==> src/rtl/rsqrt_seed_pkg.sv <==
// Shared constants and elaboration-time helpers for the rsqrt seed pipeline:
// format width, saturation value and the reciprocal-sqrt ROM generator.
package rsqrt_seed_pkg;

    localparam int unsigned LUT_BITS_DEF = 6;

    function automatic int unsigned sfp_w(input int unsigned iw, input int unsigned qw);
        return iw + qw;
    endfunction

    function automatic logic [63:0] sfp_max(input int unsigned w);
        return (64'd1 << (w - 1)) - 64'd1;
    endfunction

    // Entry(par,k) = round(2^qw / sqrt((1+par)*(1+(k+0.5)/2^lut_bits))), found as an
    // exact integer square root of 2^(2qw+lut_bits+1)/d, then rounded to nearest.
    function automatic longint unsigned gen_rsqrt_lut(input int unsigned qw,
                                                      input int unsigned lut_bits,
                                                      input int unsigned idx);
        longint unsigned par;
        longint unsigned k;
        longint unsigned d;
        longint unsigned tgt;
        longint unsigned y;
        longint unsigned t;
        par = 64'((idx >> lut_bits) & 32'd1);
        k   = 64'(idx & ((32'd1 << lut_bits) - 32'd1));
        d   = (64'd1 + par) * ((64'd2 << lut_bits) + 64'd2 * k + 64'd1);
        tgt = 64'd1 << (2 * qw + lut_bits + 1);
        y   = 64'd0;
        for (int unsigned b = qw + 1; b > 0; b--) begin
            t = y | (64'd1 << (b - 1));
            if (t * t * d <= tgt) y = t;
        end
        if ((64'd2 * y + 64'd1) * (64'd2 * y + 64'd1) * d <= 64'd4 * tgt) y = y + 64'd1;
        return y;
    endfunction

endpackage

==> src/rtl/lzc_pri.sv <==
// Leading-one priority encoder: index of the most-significant set bit of vec_i,
// with none_o flagging an all-zero input.
module lzc_pri #(
    parameter int unsigned W = 32,
    localparam int unsigned PW = $clog2(W)
) (
    input  logic [W-1:0]  vec_i,
    output logic [PW-1:0] idx_o,
    output logic          none_o
);

    always_comb begin
        idx_o  = '0;
        none_o = 1'b1;
        for (int unsigned i = 0; i < W; i++) begin
            if (vec_i[i]) begin
                idx_o  = PW'(i);
                none_o = 1'b0;
            end
        end
    end

endmodule

==> src/rtl/rsqrt_seed.sv <==
// Three-stage inverse-square-root seed generator: leading-one detect, parity-split
// LUT lookup, exponent-halving shift with saturation/underflow handling.
module rsqrt_seed
    import rsqrt_seed_pkg::*;
#(
    parameter int unsigned IW       = 16,
    parameter int unsigned QW       = 16,
    parameter int unsigned LUT_BITS = LUT_BITS_DEF
) (
    input  logic                  clk,
    input  logic                  resetn,
    input  logic                  start,
    input  logic [IW+QW-1:0]      in,
    output logic [IW+QW-1:0]      s_out,
    output logic [IW+QW-1:0]      est,
    output logic                  valid,
    output logic                  zero,
    output logic                  neg
);

    localparam int unsigned W     = sfp_w(IW, QW);
    localparam int unsigned PW    = $clog2(W);
    localparam int unsigned EW    = PW + 2;
    localparam int unsigned LW    = QW + 1;
    localparam int unsigned IXW   = LUT_BITS + 1;
    localparam int unsigned DEPTH = 2 * (2 ** LUT_BITS);
    localparam logic [W-1:0] EST_MAX = W'(sfp_max(W));

    logic [LW-1:0] lut_rom [DEPTH];

    for (genvar i = 0; i < DEPTH; i++) begin : g_rom
        localparam logic [LW-1:0] ENTRY = LW'(gen_rsqrt_lut(QW, LUT_BITS, i));
        assign lut_rom[i] = ENTRY;
    end

    // Stage 0
    logic [PW-1:0] p_lzc;
    logic          none_lzc;
    logic          v0_q, neg0_q, zero0_q;
    logic [W-1:0]  s0_q;
    logic [PW-1:0] p0_q;

    lzc_pri #(.W(W)) u_lzc (
        .vec_i  (in),
        .idx_o  (p_lzc),
        .none_o (none_lzc)
    );

    always_ff @(posedge clk or negedge resetn) begin
        if (!resetn) begin
            v0_q    <= 1'b0;
            s0_q    <= '0;
            neg0_q  <= 1'b0;
            zero0_q <= 1'b0;
            p0_q    <= '0;
        end else begin
            v0_q <= start;
            if (start) begin
                s0_q    <= in;
                neg0_q  <= in[W-1];
                zero0_q <= none_lzc;
                p0_q    <= p_lzc;
            end
        end
    end

    // Stage 1
    logic signed [EW-1:0] e_s, ep_s, h_d;
    logic                 par_d;
    logic [LUT_BITS-1:0]  frac_d;
    logic [IXW-1:0]       idx_d;
    logic [LW-1:0]        r_d;

    always_comb begin
        e_s   = signed'(EW'(p0_q)) - signed'(EW'(QW));
        par_d = e_s[0];
        ep_s  = e_s - signed'(EW'(par_d));
        h_d   = ep_s >>> 1;
        // Appending LUT_BITS zeros before shifting zero-fills the index when p < LUT_BITS.
        frac_d = LUT_BITS'({s0_q, {LUT_BITS{1'b0}}} >> p0_q);
        idx_d  = {par_d, frac_d};
        r_d    = lut_rom[idx_d];
    end

    logic                 v1_q, neg1_q, zero1_q;
    logic [W-1:0]         s1_q;
    logic [LW-1:0]        r1_q;
    logic signed [EW-1:0] h1_q;

    always_ff @(posedge clk or negedge resetn) begin
        if (!resetn) begin
            v1_q    <= 1'b0;
            s1_q    <= '0;
            neg1_q  <= 1'b0;
            zero1_q <= 1'b0;
            r1_q    <= '0;
            h1_q    <= '0;
        end else begin
            v1_q <= v0_q;
            if (v0_q) begin
                s1_q    <= s0_q;
                neg1_q  <= neg0_q;
                zero1_q <= zero0_q;
                r1_q    <= r_d;
                h1_q    <= h_d;
            end
        end
    end

    // Stage 2
    logic [EW-1:0]  hmag;
    logic [2*W-1:0] wide_l;
    logic [W-1:0]   right_v, shift_v, est_d;

    always_comb begin
        hmag    = h1_q[EW-1] ? $unsigned(-h1_q) : $unsigned(h1_q);
        wide_l  = {{(2*W-LW){1'b0}}, r1_q} << hmag;
        right_v = W'(r1_q) >> hmag;
        if (h1_q[EW-1]) begin
            shift_v = (|wide_l[2*W-1:W-1]) ? EST_MAX : wide_l[W-1:0];
        end else begin
            shift_v = (right_v == '0) ? W'(1) : right_v;
        end
        est_d = shift_v;
        if (zero1_q)     est_d = EST_MAX;
        else if (neg1_q) est_d = '0;
    end

    logic          valid_q, zero_q, neg_q;
    logic [W-1:0]  est_q, s_out_q;

    always_ff @(posedge clk or negedge resetn) begin
        if (!resetn) begin
            valid_q <= 1'b0;
            est_q   <= '0;
            s_out_q <= '0;
            zero_q  <= 1'b0;
            neg_q   <= 1'b0;
        end else begin
            valid_q <= v1_q;
            if (v1_q) begin
                est_q   <= est_d;
                s_out_q <= s1_q;
                zero_q  <= zero1_q;
                neg_q   <= neg1_q;
            end
        end
    end

    assign valid = valid_q;
    assign est   = est_q;
    assign s_out = s_out_q;
    assign zero  = zero_q;
    assign neg   = neg_q;

endmodule
==> config.mk <==
export PLATFORM = sky130hd
export DESIGN_NAME = rsqrt_seed
export DESIGN_NICKNAME = d
export VERILOG_FILES = /design/src/rtl/rsqrt_seed_pkg.sv /design/src/rtl/lzc_pri.sv /design/src/rtl/rsqrt_seed.sv
export SDC_FILE = /design/constraint.sdc
export NUM_CORES = 1
export LEC_CHECK = 0
export CORE_ASPECT_RATIO = 2
export CORE_MARGIN = 5
export CORE_UTILIZATION = 32
export CTS_CLUSTER_SIZE = 40
export DETAILED_ROUTE_END_ITERATION = 12
export PLACE_DENSITY_LB_ADDON = 0.15
export SYNTH_ARGS = -nofsm -noshare
export SYNTH_HDL_FRONTEND = slang
export SYNTH_SLANG_ARGS = --single-unit
==> constraint.sdc <==
create_clock -name clk -period 4.9 [get_ports clk]
set_input_delay 0.98 -clock clk [delete_from_list [all_inputs] [get_ports clk]]
set_output_delay 0.98 -clock clk [all_outputs]
set_load 0.02 [all_outputs]
# Word-level counts from Yosys, hierarchy flattened
# Memories as Yosys holds them, arrays and structs flattened. A register that Yosys moved wholly into a read port is not among the register bits.
# Cells that the tools add are included.
# totals
ff_bits	148
rom_bits	2176
in_bits	35
memories	1
# classes
add_sub_neg	3
shifts	3
n_mux	69
bitwise_logic	1
reduce_logical	3
# mem_list
name	depth	word_bits	read_ports	rd_ports_with_merged_regs	write_ports	line	source
(name not given)	128	17	1	1	0	rsqrt_seed.sv:82	r_d = lut_rom[idx_d];
# ops
operator	n
$mux 32	5
$mux 5	16
$shl 17x7->64	1
$shr 38x5->6	1
$mux 1	33
$reduce_or 33->1	1
$logic_not 32->1	1
$mux 4	8
$shr 17x7->32	1
$mux 3	4
$not 7->8	1
$mux 7	1
$neg 6->7	1
$sub 6x2->7	1
$sub 5x5->6 const B	1
$mux 2	2
$logic_not 1->1	1

# Logic depth before layout (Yosys ltp)
# depth
word_depth	32
ltp_mapped	17

# Modules after synthesis
# Synthesis repeated with hierarchy kept, for this count alone.
# hier_totals
cells_unflattened	1401
hier_area_um2	12708.4
# by_module_without_submodules
module	n_inst	cells_each	area_each_um2
rsqrt_seed	1	1336	12374.4
lzc_pri	1	65	334.1

# Worst setup path before layout
# No wires, ideal clock.
# synth_path
kind	register to register
from	register h1_q[0]
to	register est_q[24], in the netlist est[24]
arrival_time_ps	3541
path_slack_ps	1231
path_stages_with_launch	16
path_cell_list	dfrtp_1 buf_2 inv_1 clkbuf_1 ha_1 mux2i_1 buf_2 mux2i_1 mux2i_1 nor4_2 a31oi_1 o41ai_2 a21oi_1 a21oi_2 buf_4 nand3_1
# synth_via
elab_chain_cells	8
elab_cells_between_ends	11
classes_between	add/sub (1); shift (2); mux (6); reduce/logical (2)
# synth_lines
element	line	source
start, declared	rsqrt_seed.sv:88	logic signed [EW-1:0] h1_q;
start signal, assigned	rsqrt_seed.sv:97	h1_q <= '0;
start signal, assigned	rsqrt_seed.sv:105	h1_q <= h_d;
$neg 6->7	rsqrt_seed.sv:116	hmag = h1_q[EW-1] ? $unsigned(-h1_q) : $unsigned(h1_q);
$mux 7 *	rsqrt_seed.sv:116	
$shl 17x7->64 / $shr 17x7->32 (equally long branches)	rsqrt_seed.sv:117, rsqrt_seed.sv:118	
$reduce_or 33->1 / $logic_not 32->1 (equally long branches)	rsqrt_seed.sv:120, rsqrt_seed.sv:122	
$mux 32 (on tied branches)	rsqrt_seed.sv:120, rsqrt_seed.sv:122	
$mux 32 *	rsqrt_seed.sv:119	if (h1_q[EW-1]) begin
$mux 32 *	rsqrt_seed.sv:126	else if (neg1_q) est_d = '0;
$mux 32 *	rsqrt_seed.sv:125	if (zero1_q) est_d = EST_MAX;
end signal, assigned	rsqrt_seed.sv:142	est_q <= est_d;
end, declared	rsqrt_seed.sv:130	logic [W-1:0] est_q, s_out_q;
# Every way passes the cells marked *; elsewhere a longest branch is shown, timed or not.
# A chain may end at the register's enable or synchronous reset.

# Worst setup path after layout
# layout_path
from	register p0_q[0]
to	register r1_q[8]
# layout_via
elab_chain_cells	2
elab_cells_between_ends	3
classes_between	add/sub (1); shift (1); bitwise (1)
# layout_lines
element	line	source
start, declared	rsqrt_seed.sv:41	logic [PW-1:0] p0_q;
start signal, assigned	rsqrt_seed.sv:62	p0_q <= p_lzc;
$shr 38x5->6 / $sub 5x5->6 (equally long branches)	rsqrt_seed.sv:80, rsqrt_seed.sv:75	
$not 7->8 (not written as such) *	rsqrt_seed.sv:82	
end, declared	rsqrt_seed.sv:87	logic [LW-1:0] r1_q;
# Marks and branches as above.

==> metrics.md <==
| Metric | Value |
|---|---|
| Drt first pass iters | 5 |
| Post-synthesis sequential area ratio | approximately a third |
| Final Cell Area | 0.0145 mm2 |
| Most frequent cells in the layout | 158 x dfrtp_1, 130 x mux2_2, 112 x nand2_1 |
| Starting density of the core | 32.3% |
| Area leader, netlist | dfrtp_1 |
| Yosys warning total | 0 |
| Worst vdd rail ir drop | 300 uV |
| PwrDens | roughly 430 mW/mm2 |
| Num rows | 101 |
| CP max FO | 40 |
| Num Clock Sinks | 161 |
| Status | completed |
| Core area | roughly 0.038 mm2 |
| Layout Cells excl Fill | 1,896 |
| Tcrit/Tclk final | between 90% and 100% |
| Final setup viols | 0 |
| CTS tree | yes |
| Largest net degree at the start of global routing | 73 |
| Die Ht | 287 um |
| Avg Inst Size Synth | between 9 and 10 um2 |
| WL final | 55.1 mm |
| Worst skew pair latency | between 0.4 and 0.5 ns |
| Global-route track usage on met3 | 4.36% |
| Count of different cell masters after synthesis | 92 |
| Fin Setup TNS | 0 ns |
| Worst-case clock buffer depth | 2 |
| GR peak layer | met2 |
| Worst-margin pin slew | 1.01 ns |
| Commonest non-fill, non-tap cell in the layout | dfrtp_1 |
| Vias in the first global route | 12,400 |
| Synthesized flop and latch total | 161 |
| CTS resizes | 0 |
| Die Area | 0.0425 mm2 |
| Fill count | ~3,900 |
| Post-synth top area share | between 30% and 40% |
| Leakage power | 5.87 nW |
| H-Tree Depth | 4 |
| CTS root buf | clkbuf_16 |
| Min Clock Period, post-route | 4.75 ns |
| Post-synthesis net count | 1,405 |
| DR vias/cell | 6.24 |
| Register area | between 0.004 and 0.005 mm2 |
| Util after Layout | 38.3% |
| Mapped cell area | roughly 0.012 mm2 |
| Final Hold Fails | 0 |
| Antenna violations before repair | 1 |
| First DRT Iteration DRCs | 751 |
| Syn Inst Count | 1,351 |
| Avg WL per Cell | 29.0 um |
| RSZ-0062 raised after global routing | false |
| Met1 Track Usage GR | between 20% and 30% |
| Fmax | 210 MHz |
| Minimum hold slack | 0.479 ns |
| Slew Viols, Final | 0 |
| Port Buf Inserts | 101 |
| First-pass GRT wire length | 81.5 mm |
| Final nets | 1,473 |
| Post-CTS Setup Bufs | 0 |
| Critical path arrival | 5.07 ns |
| Post-synth EDFFs | 0 |
| WP data required | about 5.2 ns |
| Via count | 11,800 |
| Hold_buf cts | 0 |
| Die width | ~150 um |
| Placer congestion estimate | 1.03 |
| Final ANT Viol Nets | 0 |
| GR Util met2 | 48.1% |
| IO Count | 102 |
| Hpwl dp | between 40 and 50 mm |
| Hold crit path type | reg2reg |
| MaxCap Viol Count | 0 |
| Share of cells above drive strength 1 | 20.0% |
| Post-synth ARST share | 100% |
| Area of the multi-input gates | 0.00759 mm2 |
| Ys flop type | dfrtp_1 |
| Synth area leaders | dfrtp_1 33%, mux2_2 12%, mux4_2 5.1%, o21ai_0 4.0%, mux2i_1 3.9% |
| Grt ovf | 0 |
| Placed cell count | 1,863 |
| CTS Buf Count | 17 |
| Max transition margin | 32.0% |
| Critical path class | reg2reg |
| Crit end category | flip-flop |
| Reg clk slew, reported paths | 0.07 ns |
| Placed cell area | 0.0139 mm2 |
| Startpoint types | flip-flop |
| Fin Clk Skew | 0.0165 ns |
| Area growth from synthesis to layout | 18.4% |
| DRC viols | 0 |
| GRT Util Overall | 25.8% |
layer usage:
metal	vias to the layer above	part of all wire [%]
met2	583	54
met3	258	4.5
li1	5252	-
met4	0	12
met1	5733	30
met5	-	0
cells by family after synthesis:
kind of cell | share of synthesized area [%]
AO/OA/AOI/OAI | 22.9
AND/OR/NAND/NOR | 15.0
multiplexers | 21.2
flip-flops | 32.9
buffers and inverters | 5.56
adder cells (fa/ha/maj) | 2.10
XOR/XNOR | 0.419
cell usage after synthesis (7+ instances only):
cell type  instances
a211o_1            8
a211oi_1          24
a21o_1            12
a21oi_1           92
a221oi_1          17
a22oi_1           11
a31oi_1           21
and3_1             8
buf_1             13
buf_2             40
buf_6              7
clkbuf_1          54
dfrtp_1          161
ha_1              19
inv_1             26
mux2_2           130
mux2i_1           48
mux4_2            28
nand2_1          112
nand2b_1           7
nand3_1           38
nand3b_1           7
nor2_1           111
nor2b_1           14
nor3_1            42
nor4_1             8
o211ai_1          19
o21ai_0           97
o22ai_1           19
o311ai_0           9
o31ai_1           11
or3_1             11
final cells by class:
class	instances	share of cell area, %
multi-input combinational	1042	52.3
sequential	161	27.8
timing repair buffer	169	10.8
tap	463	3.99
clock buffer	17	2.93
clock inverter	15	1.44
inverter	28	0.724
antenna	1	0.0172
worst paths after layout:
kind,startpoint,to,slack (ns),cells after the start
worst min register to register,zero,zero,0.48,1
worst max register to register,p0_q[0],r1_q[8],0.15,13
worst max-delay path,p0_q[0],r1_q[8],0.15,13
min in group asynchronous,resetn,est[5],0.51,1
max in group asynchronous,resetn,s_out[27],3.42,2
worst min-delay path,zero,zero,0.48,1
sequential cells by signal, indices dropped and copies added, names as in the netlist:
| register | count |
|---|---|
| est | 32 |
| h1_q | 6 |
| neg | 1 |
| neg0_q | 1 |
| neg1_q | 1 |
| p0_q | 5 |
| r1_q | 16 |
| s0_q | 31 |
| s1_q | 31 |
| s_out | 31 |
| v0_q | 1 |
| v1_q | 1 |
| valid | 1 |
| zero | 1 |
| zero0_q | 1 |
| zero1_q | 1 |
critical path, cell delays in order (launching register included):
cell	delay [ns]
dfrtp_2	0.94
mux2_2	0.45
a211oi_1	0.25
o31ai_1	0.14
nand2_1	0.39
inv_1	0.38
ha_1	0.42
nor2_1	0.30
nor3_1	0.13
o21ai_0	0.25
a31oi_1	0.25
buf_4	0.20
o311ai_0	0.31
o211ai_1	0.15
where the power goes:
part / leakage [nW] / internal (W) / switching, W / total, W
Clock: 0.304 / 0.000747 / 0.000711 / 0.00146
Sequential: 1.95 / 0.00152 / 0.000293 / 0.00182
Combinational: 3.62 / 0.00112 / 0.00178 / 0.00290
Total: 5.87 / 0.00339 / 0.00279 / 0.00617
metrics by stage:
stage	power [W]	setup slack, ns
6_report	0.00617	0.149
5_1_grt	0.00644	0.0152
4_1_cts	0.00613	0.277
3_5_place_dp	0.00465	0.296
3_3_place_gp	0.00468	0.331
2_1_floorplan	0.00344	1.23
Note: power is estimated with default switching activity, not from simulation.
==> edit (config.mk and constraints unchanged) <==
Make the reset (`resetn`) synchronous in 3 clocked blocks.
--- a/src/rtl/rsqrt_seed.sv
+++ b/src/rtl/rsqrt_seed.sv
@@ -46,7 +46,7 @@
         .none_o (none_lzc)
     );
 
-    always_ff @(posedge clk or negedge resetn) begin
+    always_ff @(posedge clk) begin
         if (!resetn) begin
             v0_q    <= 1'b0;
             s0_q    <= '0;
@@ -87,7 +87,7 @@
     logic [LW-1:0]        r1_q;
     logic signed [EW-1:0] h1_q;
 
-    always_ff @(posedge clk or negedge resetn) begin
+    always_ff @(posedge clk) begin
         if (!resetn) begin
             v1_q    <= 1'b0;
             s1_q    <= '0;
@@ -129,7 +129,7 @@
     logic          valid_q, zero_q, neg_q;
     logic [W-1:0]  est_q, s_out_q;
 
-    always_ff @(posedge clk or negedge resetn) begin
+    always_ff @(posedge clk) begin
         if (!resetn) begin
             valid_q <= 1'b0;
             est_q   <= '0;
Function: differs if resetn is asserted again (counterexample within 4 cycles, from zero or initial values and one cycle with resetn low); with resetn held inactive, the same outputs for 4 cycles.
==> edit against the unedited design <==
- power shrank 23%
- via count grew 7.3%
- combinational power shrank 39%
- maximum frequency grew 8.2%
- first-iteration DRC count grew 0.93%
- wire length grew 1.9%
- final area grew 1.0%
- sequential power shrank 20%
- synthesized cell count grew 14%
- area after synthesis grew 1.3%
- sequential cell count is the same
- utilization shrank 0.25 points
- worst setup slack gained 0.36 ns
==> edit: results (changes against the unedited design) <==
[outcome]
status = finished clean

[cts]
cts_buffers = 17  ; unchanged
cts.htree.levels = 4  ; unchanged
clock_latency_ns = 0.47  ; about the same
cts_buffer_depth = 2  ; unchanged
cts-root-buf = clkbuf_16
post-cts-setup-buffers = 0  ; unchanged
path_clk_slew_ns = 0.08
ctsResizeCount = 0  ; unchanged

[detailed_routing]
drt-pass1-iter-count = 5  ; unchanged
wl_per_cell_um = 26.5  ; -8.8%
drt_iter0_drc = 758  ; +0.93%
vias = 12694  ; +7.3%

[global_routing]
grt_max_degree = 105  ; +44%
grtUsageTotal_pct = 25.7  ; -0.098 points
grt_pass1_wl_um = 83000  ; +1.9%
antenna_found_initial = 1  ; unchanged

[worst_setup_path]
r2r_start = p0_q[0]
r2r_slack_ns = 0.51  ; +0.36 ns
r2r_end = r1_q[1]
crit_fanout = 30  ; -25%
reg2reg_depth = 11  ; -2
worstPathArrival_ns = 4.74  ; -0.33 ns

[min_path]
holdCritPathClass = flop to flop
whs_path_depth = 2  ; +1
hold_end = s0_q[30]
holdCritStartpoint = s0_q[30]

[synth]
synth_ff_type = dfxtp_1
yosys-top-cells-area = dfxtp_1 26%, mux2i_1 13%, mux4_2 6.7%
synth_mux_area_share_pct = 22.5  ; +1.3 points
yosysWarnings = 0  ; unchanged
synthDistinctLibCells = 92  ; unchanged
synth_xor_area_share_pct = 0.696  ; +0.28 points
synth_fa_ha_area_share_pct = 1.92  ; -0.19 points
synth_compound_area_share_pct = 24.8  ; +1.9 points
async_reset_ff_share_pct = 0  ; -100 points
syn-num-nets = 1590  ; +13%
synthTopCellsByCount = 210 x nor2_1, 161 x dfxtp_1, 158 x mux2i_1
synth-seq-area-share_pct = 26.0  ; -6.9 points

[die]
rows = 102  ; +0.99%

[layout]
n_fill_cell = 4084  ; +5.1%
largest_reg_flops = 32  ; unchanged
n_antenna_cell = 0  ; -1
drive_gt1_share_pct = 13.3  ; -6.7 points

[place]
dpl.hpwl_um = 42700  ; +0.91%
gp_congestion = 1.04  ; +0.87%
dp_worst_setup_slack_ns = 0.628  ; +0.332 ns
port_buffers = 101  ; unchanged

[pwr]
p_leak_nw = 5.42  ; -7.6%
vdd_ir_drop_max_uv = 265  ; -12%

[sta]
slew_headroom_pct = 23.0  ; -8.9 points
finalClockSkew_ns = 0.0134  ; -0.00305 ns

edit: cell type report:
cell class                      instances  area share (%)
Timing Repair Buffer                  174            10.9
Multi-Input combinational cell       1208            57.7
Clock inverter                         15            1.49
Inverter                               22           0.581
Tap cell                              520            4.44
Clock buffer                           17            2.90
Sequential cell                       161            22.0
edit: power by group:
group          leakage, nW  internal, mW  switching (mW)  total [mW]
Clock                0.311         0.829           0.690        1.52
Sequential            1.31          1.36           0.104        1.46
Combinational         3.80         0.621            1.14        1.76
Total                 5.42          2.81            1.93        4.74
edit: cell families (layout without fill, tap and decap cells):
family | Yosys count | in the layout
AO/OA/AOI/OAI | 454 | 454
AND/OR/NAND/NOR | 498 | 498
buffers and inverters | 167 | 228
adder cells (fa/ha/maj) | 19 | 19
multiplexers | 228 | 228
flip-flops | 161 | 161
XOR/XNOR | 9 | 9
edit: critical path, cell delays in order, from the launching register on:
cell and delay, ns:
dfxtp_2 0.46, buf_4 0.47, mux4_2 0.57, mux2_2 0.27, o2bb2ai_1 0.42, nor3_2 0.16, buf_4 0.25, nor2_1 0.60
nor2_1 0.14, a211oi_1 0.39, a2111oi_0 0.13, a2111o_1 0.41
edit: per-layer routing:
metal  global-route usage, %  vias to the layer above  part of all wire, %
met5                       0                        -                    0
met4                    23.5                        0                   11
met3                    4.24                      239                  4.8
met2                    48.1                      568                   53
met1                    23.0                     6083                   31
li1                        -                     5804                    -
edit: how the worst max path moves through the flow:
stage / cells past startpoint / to / from / slack (ns)
after floorplan: 16 / est[1] / h1_q[0] / 0.95
after global placement: 11 / r1_q[1] / p0_q[0] / 0.62
after detailed placement: 11 / r1_q[1] / p0_q[0] / 0.63
after CTS: 11 / r1_q[1] / p0_q[0] / 0.62
after global routing: 12 / est[18] / h1_q[1] / 0.39
final: 11 / r1_q[1] / p0_q[0] / 0.51
edit: stage by stage:
step	std cells	hold WS (ns)	utilization (%)	area [um^2]
5_1_grt	2117	0.516	38.0	14700
3_5_place_dp	2085	0.481	36.4	14000
6_report	2117	0.494	38.0	14700
4_1_cts	2117	0.493	38.0	14700
3_3_place_gp	2085	0.476	36.4	14000
2_1_floorplan	1536	0.450	-	12400
